[config.mk]
export PLATFORM = sky130hd
export DESIGN_NAME = alu_issue_ctrl
export DESIGN_NICKNAME = d
export VERILOG_FILES = /design/src/rtl/alu_issue_ctrl.sv
export SDC_FILE = /design/constraint.sdc
export NUM_CORES = 1
export LEC_CHECK = 0
export ABC_CLOCK_PERIOD_IN_PS = 5300
export CORE_MARGIN = 1
export CORE_UTILIZATION = 40
export CTS_BUF_LIST = sky130_fd_sc_hd__clkbuf_4 sky130_fd_sc_hd__clkbuf_8
export DETAILED_ROUTE_END_ITERATION = 7
export PLACE_DENSITY_LB_ADDON = 0.25
export SLEW_MARGIN = 30
export SYNTH_ARGS = -nofsm -noshare
export SYNTH_HDL_FRONTEND = slang
export SYNTH_SLANG_ARGS = --single-unit
[constraint.sdc]
create_clock -name clk -period 5.3 [get_ports clk]
set_input_delay 1.06 -clock clk [delete_from_list [all_inputs] [get_ports clk]]
set_output_delay 1.06 -clock clk [all_outputs]
set_load 0.01 [all_outputs]
[src/rtl/alu_issue_ctrl.sv]
`default_nettype none
// ============================================================================
// Module   : alu_issue_ctrl
// Purpose  : Issue/writeback controller for a 16-bit combinational ALU.
//            Accepts one instruction at a time on a valid/ready handshake.
//            It reads operands from a small register file and drives the ALU.
//            It captures the ALU result, writes it back to the register file
//            and returns it on a valid/ready response port.
//            Each instruction takes IDLE -> EXEC -> RESP, so the controller
//            issues at most one instruction every 3 cycles.
// Options  : CARRY_CHAIN_EN - when defined, ALU inC comes from an internal
//            carry flag (c_flag) that add ops (opc 010) update. in_cin is
//            then ignored. When undefined, inC is the latched in_cin.
// Ports    : clk, rst                      - clock, sync active-high reset
//            in_valid/in_ready             - instruction handshake
//            in_load, in_opc, in_dst,
//            in_srcA, in_srcB, in_cin,
//            in_data                       - instruction fields
//            alu_inA/inB/inC/opc           - operands and opcode to the ALU
//            alu_outW/zer/neg              - result and flags from the ALU
//            res_valid/res_ready           - response handshake
//            res_data, res_dst,
//            res_zer, res_neg              - response payload
// Revision : 1.0 - initial release
// ============================================================================
module alu_issue_ctrl #(
  parameter int NUM_REGS = 4,
  parameter int REG_AW   = 2
) (
  input  logic              clk,
  input  logic              rst,
  input  logic              in_valid,
  output logic              in_ready,
  input  logic              in_load,
  input  logic [2:0]        in_opc,
  input  logic [REG_AW-1:0] in_dst,
  input  logic [REG_AW-1:0] in_srcA,
  input  logic [REG_AW-1:0] in_srcB,
  input  logic              in_cin,
  input  logic [15:0]       in_data,
  output logic [15:0]       alu_inA,
  output logic [15:0]       alu_inB,
  output logic              alu_inC,
  output logic [2:0]        alu_opc,
  input  logic [15:0]       alu_outW,
  input  logic              alu_zer,
  input  logic              alu_neg,
  output logic              res_valid,
  input  logic              res_ready,
  output logic [15:0]       res_data,
  output logic [REG_AW-1:0] res_dst,
  output logic              res_zer,
  output logic              res_neg
);

  localparam logic [1:0] S_IDLE = 2'd0;
  localparam logic [1:0] S_EXEC = 2'd1;
  localparam logic [1:0] S_RESP = 2'd2;

  localparam logic [2:0] OPC_ADD = 3'b010;

  logic [1:0]        state;
  logic [1:0]        state_next;

  // Latched instruction fields
  logic              r_load;
  logic [2:0]        r_opc;
  logic [REG_AW-1:0] r_dst;
  logic [REG_AW-1:0] r_srcA;
  logic [REG_AW-1:0] r_srcB;
  logic [15:0]       r_data;

  logic [15:0]       regs [NUM_REGS];

  logic              w_accept;
  logic              w_exec;
  logic [15:0]       w_result;
  logic              w_zer;
  logic              w_neg;

  assign w_accept = (state == S_IDLE) && in_valid;
  assign w_exec   = (state == S_EXEC);

  // --------------------------------------------------------------------------
  // FSM: state register
  // --------------------------------------------------------------------------
  always_ff @(posedge clk) begin
    if (rst) begin
      state <= S_IDLE;
    end else begin
      state <= state_next;
    end
  end

  // --------------------------------------------------------------------------
  // FSM: next-state logic
  // --------------------------------------------------------------------------
  always_comb begin
    state_next = state;
    case (state)
      S_IDLE:  if (in_valid)  state_next = S_EXEC;
      S_EXEC:                 state_next = S_RESP;
      S_RESP:  if (res_ready) state_next = S_IDLE;
      default:                state_next = S_IDLE;
    endcase
  end

  // --------------------------------------------------------------------------
  // FSM: outputs
  // --------------------------------------------------------------------------
  always_comb begin
    in_ready  = 1'b0;
    res_valid = 1'b0;
    case (state)
      S_IDLE:  in_ready  = 1'b1;
      S_RESP:  res_valid = 1'b1;
      default: ;
    endcase
  end

  // --------------------------------------------------------------------------
  // Instruction capture. The fields are only written on accept. The ALU ports
  // stay driven from known values in every state.
  // --------------------------------------------------------------------------
  always_ff @(posedge clk) begin
    if (rst) begin
      r_load <= 1'b0;
      r_opc  <= '0;
      r_dst  <= '0;
      r_srcA <= '0;
      r_srcB <= '0;
      r_data <= '0;
    end else if (w_accept) begin
      r_load <= in_load;
      r_opc  <= in_opc;
      r_dst  <= in_dst;
      r_srcA <= in_srcA;
      r_srcB <= in_srcB;
      r_data <= in_data;
    end
  end

  // --------------------------------------------------------------------------
  // ALU drive
  // --------------------------------------------------------------------------
  assign alu_inA = regs[r_srcA];
  assign alu_inB = regs[r_srcB];
  assign alu_opc = r_opc;

`ifdef CARRY_CHAIN_EN
  logic        c_flag;
  logic [16:0] w_sum;
  logic        w_unused_cin;

  // Recompute the add locally so the carry-out does not depend on the ALU.
  assign w_sum        = {1'b0, alu_inA} + {1'b0, alu_inB} + {16'd0, c_flag};
  assign alu_inC      = c_flag;
  assign w_unused_cin = in_cin;

  always_ff @(posedge clk) begin
    if (rst) begin
      c_flag <= 1'b0;
    end else if (w_exec && !r_load && (r_opc == OPC_ADD)) begin
      c_flag <= w_sum[16];
    end
  end
`else
  logic r_cin;

  always_ff @(posedge clk) begin
    if (rst) begin
      r_cin <= 1'b0;
    end else if (w_accept) begin
      r_cin <= in_cin;
    end
  end

  assign alu_inC = r_cin;
`endif

  // --------------------------------------------------------------------------
  // Writeback and response capture. Loads bypass the ALU, so their flags are
  // derived here from the immediate.
  // --------------------------------------------------------------------------
  assign w_result = r_load ? r_data : alu_outW;
  assign w_zer    = r_load ? (r_data == 16'h0000) : alu_zer;
  assign w_neg    = r_load ? r_data[15] : alu_neg;

  always_ff @(posedge clk) begin
    if (rst) begin
      for (int i = 0; i < NUM_REGS; i++) begin
        regs[i] <= '0;
      end
      res_data <= '0;
      res_dst  <= '0;
      res_zer  <= 1'b0;
      res_neg  <= 1'b0;
    end else if (w_exec) begin
      regs[r_dst] <= w_result;
      res_data    <= w_result;
      res_dst     <= r_dst;
      res_zer     <= w_zer;
      res_neg     <= w_neg;
    end
  end

endmodule
`default_nettype wire

==> qor.csv <==
metric;value;unit
grt_pass1_wl;18.2;mm
remaining_drc_errors;0;
n_fill_cell;1015;
synth_top_family_by_area;multiplexers;
grt_pass1_vias;3373;
antenna_found_initial;0;
fin_crit_sh;62.9;%
cts_setup_buffers;0;
cts_buffer_depth;2;
rows;40;
hp-class;reg -> reg;
final_nets;509;
post_layout_nonfiller_instances;620;
clockPowerShare;37.7;%
p_per_area;332;nW/um^2
holdPathEnd;res_data[11];
cts.sinks;117;
worst_slew_pin_slew;0.897;ns
cp.required;4.24;ns
synth-simple-area-share;10.1;%
post_drt_wl_per_cell;18.5;um
p_leak;2.48;nW
min-delay-start;res_data[11];
hold_viol;0;
synth_flop_cell;edfxtp_1;
slew_violations;0;
syn-instance-count;355;
tns;0;ns
design.die.area;12700;um^2
place_hpwl;8.16;mm
rr_worst_depth;3;
dr.pass1.iters;4;
area_growth;32.0;%
async_flop_share;0;%
clock_latency;0.42;ns
r2r-start;state[0];
via_per_inst;5.22;
outcome;finished, final reports clean;
post_route_cells_drive_above_1_share;15.2;%
cp_data_arrival_time;2.27;ns
pwr-share-seq;49.0;%
cts_buffers;17;
ys_seq_elements;117;
cts-resized-gates;0;
io_buffers;106;
syn-num-nets;404;
final_antenna_net_count;0;
fmax;300;MHz
post_synth_fa_ha_maj_area_fraction;0;%
cts_htree_levels;4;
p_sw_share;25.1;%
gp_congestion;0.746;
synth_compound_area_share;3.49;%
clkTransAtPathRegs;0.08;ns
cap_violations;0;
path_max_fanout;16;
dp_slack;1.67;ns
setup_viol;0;
yosysWarningCount;0;
ys_seq_area_share;60.8;%
slew-limit-headroom;40.1;%
netlist_area;4910;um^2
r2r_setup_slack;2.75;ns
power_switching;541;uW
setup_slack;1.97;ns
cts_tree;yes;
synth.avg_cell_area;13.8;um^2
final_cell_mix;clkdlybuf4s50_1 (106), nor2_1 (97), edfxtp_1 (64);
die_h;113;um
rsz0062_at_grt;false;
finClkSkew;0.0149;ns
fin_crit;3.33;ns
root_buffer;clkbuf_8;
seq_area;2990;um^2
comb_power_share;13.3;%
ir_worst_vdd;137;uV
wl;11.5;mm
diodes;0;
worst_setup_path_end_kind;output port;
first_iter_violations;176;
power;2.15;mW
netlist-cell-type-count;26;
dieWidth;113;um
vias;3238;
overflow;0;
initial_core_util;40.9;%
num_io_pins;107;
multi_input_area;1830;um^2
intPower;1.61;mW
synthMuxAreaShare;23.6;%
grt_max_degree;40;
critPathKind;reg -> out;
coreArea;12000;um^2
min_path_cells;1;
grtUsageTotal;19.3;%
cts_hold_buf;0;
dp_cells;588;
start_kind;register;
synthXorXnorAreaFrac;0;%
final_common_cell;clkdlybuf4s50_1;
timing.rr.end;regs[1][6];
synth_edf_count;64;
## state kept, by name, indices dropped and copies added, names as in the netlist, named ones only
register / flops
res_zer: 1
r_load: 1
r_data: 16
res_dst: 2
alu_opc: 3
r_srcA: 2
state: 2
alu_inC: 1
r_srcB: 2
res_data: 16
regs: 64
res_neg: 1
r_dst: 2
## cells in the mapped netlist (2+ instances only)
cell type | count | area share (%)
nand2b_1 | 4 | 0.51
nand3_1 | 2 | 0.20
mux2i_1 | 44 | 9.0
nor2_1 | 97 | 7.4
a22o_1 | 2 | 0.36
edfxtp_1 | 64 | 39
a21o_1 | 16 | 2.4
mux4_2 | 32 | 15
a21oi_1 | 2 | 0.20
clkbuf_1 | 13 | 0.99
buf_2 | 10 | 1.0
nor4_1 | 2 | 0.25
nor2b_1 | 2 | 0.25
dfxtp_1 | 53 | 22
## power by group through the flow
stage	combinational, mW	sequential [mW]	clock, mW
finish	0.285	1.06	0.812
CTS	0.289	1.06	0.826
floorplan	0.161	1.05	0
detailed placement	0.288	1.08	0
global placement	0.286	1.07	0
global route	0.305	1.06	0.872
## cell type report
type                            instances  area share [%]
Clock buffer                           18            3.82
Clock inverter                         14            2.28
Timing Repair Buffer                  109            16.7
Multi-Input combinational cell        215            28.3
Tap cell                              147            2.84
Sequential cell                       117            46.1
## worst max-delay path, stage by stage, from the launching register on
cell,delay [ns]
dfxtp_1,0.91
mux4_2,0.44
clkdlybuf4s50_1,0.49
## worst max path at each step
stage,startpoint,to,cells past startpoint
5_1_grt,register,alu_inB[11],2
3_3_place_gp,rst,regs[1][8],5
3_5_place_dp,rst,regs[1][7],5
4_1_cts,register,alu_inB[2],2
2_1_floorplan,register,alu_inA[10],3
6_report,register,alu_inB[1],2
## cells by family after synthesis
family / Yosys count
buf+inv: 23
compound gates: 23
flops: 117
mux: 76
simple gates: 116
## routing by layer
layer | part of all wire, % | routed length [um] | global-route usage (%) | up-vias
met1 | 42 | 4830 | 24.2 | 1604
li1 | - | - | - | 1531
met3 | 5.1 | 580 | 4.77 | 7
met5 | 0 | 0 | 0 | -
met2 | 52 | 5960 | 33.0 | 96
met4 | 0.74 | 85 | 5.87 | 0
## stage by stage
| step | util, % | instance area, um^2 | hold WS (ns) |
|---|---|---|---|
| floorplan | - | 4910 | 0.463 |
| global placement | 50.6 | 6080 | 0.436 |
| detailed placement | 50.7 | 6090 | 0.438 |
| CTS | 54.0 | 6480 | 0.456 |
| global route | 54.0 | 6480 | 0.472 |
| finish | 54.0 | 6480 | 0.453 |
(Power assumes the default switching activity.)
